`src/rtl/bram_arbiter.sv`:
```
// bram_arbiter: shares one single-port 8K x 32 block RAM between the
// instruction-fetch port (i_*) and the load/store data port (d_*).
// Each grant takes three cycles: IDLE (latch request), ACCESS (drive the
// RAM), RESP (one-cycle ack with the RAM's registered read data).
// Ports: clk, rst (async, active-high); fetch i_req/i_addr -> i_ack/i_rdata;
// data d_req/d_we/d_addr/d_wdata -> d_ack/d_rdata; RAM side m_rd (active-low),
// m_we, m_addr, m_data driven here, m_out returned by the RAM.
// Build option: define ARB_ROUND_ROBIN_EN to alternate grants on ties;
// otherwise the data port always wins a tie.
module bram_arbiter #(
  parameter int RAM_ADDR_WIDTH = 13,
  parameter int RAM_BUS_WIDTH  = 32
) (
  input  logic                      clk,
  input  logic                      rst,
  input  logic                      i_req,
  input  logic [31:0]               i_addr,
  output logic                      i_ack,
  output logic [RAM_BUS_WIDTH-1:0]  i_rdata,
  input  logic                      d_req,
  input  logic [3:0]                d_we,
  input  logic [31:0]               d_addr,
  input  logic [RAM_BUS_WIDTH-1:0]  d_wdata,
  output logic                      d_ack,
  output logic [RAM_BUS_WIDTH-1:0]  d_rdata,
  output logic                      m_rd,
  output logic [3:0]                m_we,
  output logic [RAM_ADDR_WIDTH-1:0] m_addr,
  output logic [RAM_BUS_WIDTH-1:0]  m_data,
  input  logic [RAM_BUS_WIDTH-1:0]  m_out
);

  typedef enum logic [1:0] {
    IDLE,
    ACCESS,
    RESP
  } state_t;

  state_t state, state_nx;

  // own_d doubles as the last-grant register: 1 = data port
  logic                      own_d;
  logic                      grant_d;
  logic                      any_req;
  logic [3:0]                we_q;
  logic [RAM_ADDR_WIDTH-1:0] addr_q;
  logic [RAM_BUS_WIDTH-1:0]  wdata_q;
  logic                      unused_addr_bits;

  assign any_req = i_req | d_req;

`ifdef ARB_ROUND_ROBIN_EN
  // on a tie the data port wins only if fetch was granted last
  assign grant_d = d_req & (~i_req | ~own_d);
`else
  assign grant_d = d_req;
`endif

  always_ff @(posedge clk or posedge rst) begin
    if (rst) begin
      state <= IDLE;
    end else begin
      state <= state_nx;
    end
  end

  always_ff @(posedge clk or posedge rst) begin
    if (rst) begin
      own_d   <= 1'b1;
      we_q    <= '0;
      addr_q  <= '0;
      wdata_q <= '0;
    end else if (state == IDLE && any_req) begin
      own_d <= grant_d;
      if (grant_d) begin
        we_q    <= d_we;
        addr_q  <= d_addr[RAM_ADDR_WIDTH+1:2];
        wdata_q <= d_wdata;
      end else begin
        we_q    <= '0;
        addr_q  <= i_addr[RAM_ADDR_WIDTH+1:2];
      end
    end
  end

  always_comb begin
    state_nx = state;
    m_rd     = 1'b1;
    m_we     = '0;
    i_ack    = 1'b0;
    d_ack    = 1'b0;
    unique case (state)
      IDLE: begin
        if (any_req) state_nx = ACCESS;
      end
      ACCESS: begin
        // a write keeps the read port idle so m_out is not disturbed
        m_rd     = |we_q;
        m_we     = we_q;
        state_nx = RESP;
      end
      RESP: begin
        i_ack    = ~own_d;
        d_ack    = own_d;
        state_nx = IDLE;
      end
      default: state_nx = IDLE;
    endcase
  end

  assign m_addr  = addr_q;
  assign m_data  = wdata_q;
  // the RAM holds m_out while m_rd is high, so RESP sees the ACCESS read
  assign i_rdata = m_out;
  assign d_rdata = m_out;

  assign unused_addr_bits = ^{i_addr[31:RAM_ADDR_WIDTH+2], i_addr[1:0],
                              d_addr[31:RAM_ADDR_WIDTH+2], d_addr[1:0]};

endmodule

```
`config.mk`:
```
export PLATFORM = sky130hd
export DESIGN_NAME = bram_arbiter
export DESIGN_NICKNAME = d
export VERILOG_FILES = /design/src/rtl/bram_arbiter.sv
export SDC_FILE = /design/constraint.sdc
export NUM_CORES = 1
export LEC_CHECK = 0
export ABC_CLOCK_PERIOD_IN_PS = 5000
export BUFFER_PORTS_ARGS = -buffer_cell sky130_fd_sc_hd__buf_2
export CAP_MARGIN = 20
export CORE_MARGIN = 2
export CORE_UTILIZATION = 32
export DETAILED_ROUTE_END_ITERATION = 8
export GPL_TIMING_DRIVEN = 0
export PLACE_DENSITY_LB_ADDON = 0.2
export SYNTH_ARGS = -nofsm -noshare
export SYNTH_HDL_FRONTEND = slang
export SYNTH_SLANG_ARGS = --single-unit
export TNS_END_PERCENT = 10
```
`constraint.sdc`:
```
create_clock -name clk -period 5 [get_ports clk]
set_input_delay 1 -clock clk [delete_from_list [all_inputs] [get_ports clk]]
set_output_delay 1 -clock clk [all_outputs]
set_load 0.005 [all_outputs]
```
# Word level (Yosys, flattened, before mapping)
# Index checks and enable logic that the tools add are counted.
[totals]
reg_bits = 52
out_inout_bits = 116
elab_cells = 22
[classes]
eq_ne = 3
muxes = 8
bitwise = 2
reduce_logical = 4
[ops]
columns = ["operator", "n"]
rows = [
  ["2-to-1 mux 13 bit", 1],
  ["2-to-1 mux 4 bit", 2],
  ["one-hot mux 2 bit (2 select lines)", 1],
  ["OR reduction 4 bit", 1],
  ["2-to-1 mux 1 bit", 3],
  ["equality test 2 x 1 -> 1 bit, second input constant", 1],
  ["equality test 2 bit, second input constant", 1],
  ["logical NOT 2 bit", 1],
  ["2-to-1 mux 2 bit", 1],
  ["!= test 2 bit, second input constant", 1],
  ["AND reduction 2 bit", 1],
  ["logical AND 1 bit", 1],
  ["NOT 1 bit", 1],
  ["OR 1 bit", 1],
]

# Logic depth before layout (Yosys ltp)
[logic_depth]
depth_word = 3
depth_mapped = 5

# Worst setup path after synthesis
# Ideal clock, no wire load.
[synth_path]
kind = "input -> output"
from = "input m_out[0]"
to = "output d_rdata[0]"
arrival_ns = 1.111
required_ns = 4.000
path_slack_ns = 2.889
cell_stages = 1
path_cell_list = "buf_4"
[synth_rtl]
columns = ["item", "line", "rtl"]
rows = [
  ["from (decl)", "30", "input logic [RAM_BUS_WIDTH-1:0] m_out"],
  ["to (decl)", "25", "output logic [RAM_BUS_WIDTH-1:0] d_rdata,"],
]
# No word-level cell between the ends.

# Final worst setup path
[layout_path]
from = "register state[0]"
to = "output m_we[1]"
[layout_via]
elab_chain_cells = 2
[layout_rtl]
columns = ["item", "line", "rtl"]
rows = [
  ["from (decl)", "39", "state_t state, state_nx;"],
  ["from (signal assigned)", "63", "state <= state_nx;"],
  ["equality test 2 x 1 -> 1 bit", "92", "unique case (state)"],
  ["2-to-1 mux 4 bit", "92", ""],
  ["to (decl)", "27", "output logic [3:0] m_we,"],
]
# Every way passes these cells.

==> out/qor.csv <==
metric,value,unit
Switching Power,0.559,mW
register area share after synthesis,46.8,%
Worst Path Required,4.00,ns
Placed Area,3850,um2
max_cap viols,0,
root buffer cell,clkbuf_8,
DR WL/cell,11.8,um
FF/Latch Area,1300,um2
period utilisation layout,45.6,%
number of buffers and inverters on the critical path,1,
sequential share of power,39.3,%
pwr dens,487,nW/um2
first-pass GRT wire length,9.87,mm
R2R Path End,m_data[26],
synth top area cells,"dfrtp_1 46%, mux2_4 18%, buf_4 18%",
worst min-delay path endpoint,m_data[18],
Post-CTS Setup Bufs,0,
fmax,438,MHz
Clock power frac,14.5,%
post-DP HPWL,4.66,mm
Synth cell types,20,
CTS Hold Bufs,0,
Synth area leader,dfrtp_1,
Crit-path slowest cell,dfrtp_1,
status,finished clean,
CTS tree,done,
RD Place Congestion,0.649,
"setup slack, reg-to-reg",3.49,ns
Worst Setup Start Kind,flop,
TNS Setup,0,ns
Antenna Cells,0,
die area,9470,um2
"Reg clk slew, reported paths",0.09,ns
Worst R2R Start,state[1],
Post-synth top cells,"65 x buf_4, 51 x dfrtp_1, 34 x mux2_4, 24 x mux2_2, 5 x and2_1",
area occupied by multi-input gates,910,um2
WP data arrival,1.28,ns
Setup Crit Path Kind,flop to output pin,
Leak,2.16,nW
Post-synth EDFFs,0,
final wirelength,5.85,mm
total grt overflow,0,
ANT nets after route,0,
total CTS buffers,5,
post_cts resized,0,
die width,97.3,um
Rel. slew slack,63.1,%
detailed router's first-iteration violation count,22,
WHS,0.507,ns
Max VDD drop,0.000176,V
initial antenna violation count,0,
clock tree sinks,52,
combinational share of power,46.2,%
Post-Synthesis Cell Area,2790,um2
Setup Viol. Count Final,0,
clk_skew,0.00478,ns
crit-path cells,nor2b_1 -> and2_1 -> buf_2,
pin count of the biggest net entering global routing,29,
"Largest delay share family, worst path",simple AND/OR/NAND/NOR gates,
HP Start,m_data[18],
DR pass1 iterations,4,
final core occ,46.0,%
number of cell rows,34,
Total GRT Usage,12.6,%
post-synthesis register bit count,52,
Via density,4.20,
predominant post-synthesis flop cell,dfrtp_1,
Worst Hold Class,flop to flop,
Die Height,97.3,um
Synth Warn #,0,
Worst setup EP type,output pin,
# fillers,826,
worst slew pin tran,0.552,ns
number of H-tree levels,2,
worst setup margin,2.72,ns
share of layout cells above drive strength 1,82.8,%
Initial Utilization,32.4,%
Nets,524,
minimum clock period after layout,2.28,ns
Synth Instances,199,
number of global-route vias before repair,2072,
vias,2086,
Area growth syn-to-layout,42.0,%
number of port buffers,181,
critical path's largest stage delay,0.40,ns
"Design Area, Final",3950,um2
sw frac,29.0,%
pre-CTS WS,2.78,ns
Synth Area per Inst,14.0,um2
worst-case clock buffer depth,2,
Post-synth ARST share,100,%
post-synth top area share,45.8,%
# IOs,252,
final-report max-slew violation count,0,
DRC,0,
Hold Crit Depth,1,
Fin. Hold Viols,0,
RSZ-0062 raised after global routing,no,
clk_lat worst skew,0.30,ns
"count leader, synth",buf_4,
cell internal pwr,1.37,mW
crit-path max FO,6,
CORE AREA,8590,um2
cell count of the worst reg-to-reg path,5,
Post-Syn Nets,335,
==> cell usage in the layout (no fill, tap or decap), types with 2 or more instances in the layout <==
cell type | synthesis | final
buf_2 | 0 | 181
buf_12 | 2 | 3
a22o_1 | 4 | 4
clkbuf_8 | 0 | 5
buf_6 | 2 | 2
inv_2 | 1 | 2
and2_1 | 5 | 5
mux2_2 | 24 | 24
buf_4 | 65 | 65
dfrtp_1 | 51 | 51
mux2_4 | 34 | 34
==> state kept, by name, indices dropped and copies added (netlist names) <==
signal and flops:
state 2, we_q 4, own_d 1, m_addr 13
m_data 32
==> area by class of cell <==
class,count,area share [%]
plain buffers,70,14.3
inverters,2,0.190
clock buffers,6,1.84
well taps,108,3.42
multi-input cells,75,23.0
repair buffers,182,23.4
clock inverters,2,0.886
flip-flops and latches,52,32.9
==> worst max-delay path by stage <==
stage / cells after the start / slack, ns / end / start
floorplan: 1 / 2.74 / m_addr[0] / rst
global placement: 2 / 2.00 / m_data[6] / rst
detailed placement: 2 / 2.78 / d_rdata[15] / m_out[15]
CTS: 3 / 2.68 / m_we[1] / state[0]
global route: 3 / 2.58 / m_we[2] / state[0]
finish: 3 / 2.72 / m_we[1] / state[0]
==> stage by stage <==
stage | total power [mW] | cells
global route | 2.07 | 497
floorplan | 1.33 | 199
finish | 1.92 | 497
CTS | 1.97 | 497
global placement | 1.65 | 488
detailed placement | 1.67 | 489
==> layer usage <==
metal  GRT usage (%)  vias up  routed length [um]
met5               0        -                   0
li1                -      984                   -
met1            16.2      989                2320
met2            20.9      108                2930
met4            3.53        0                  53
met3            3.53        5                 546
==> logic make-up after synthesis <==
kind of cell	after synthesis	synth area share (%)
buf+inv	72	20.6
mux	58	28.0
flops	52	46.8
simple gates	11	2.52
compound gates	6	2.11
==> power groups by stage <==
| stage | clock network (mW) | logic [mW] | registers [mW] |
|---|---|---|---|
| after floorplan | 0 | 0.556 | 0.774 |
| after global placement | 0 | 0.898 | 0.755 |
| after detailed placement | 0 | 0.907 | 0.762 |
| after CTS | 0.300 | 0.911 | 0.757 |
| after global routing | 0.315 | 0.968 | 0.784 |
| final | 0.280 | 0.889 | 0.756 |
No activity file was read; power rests on OpenSTA's default activity.
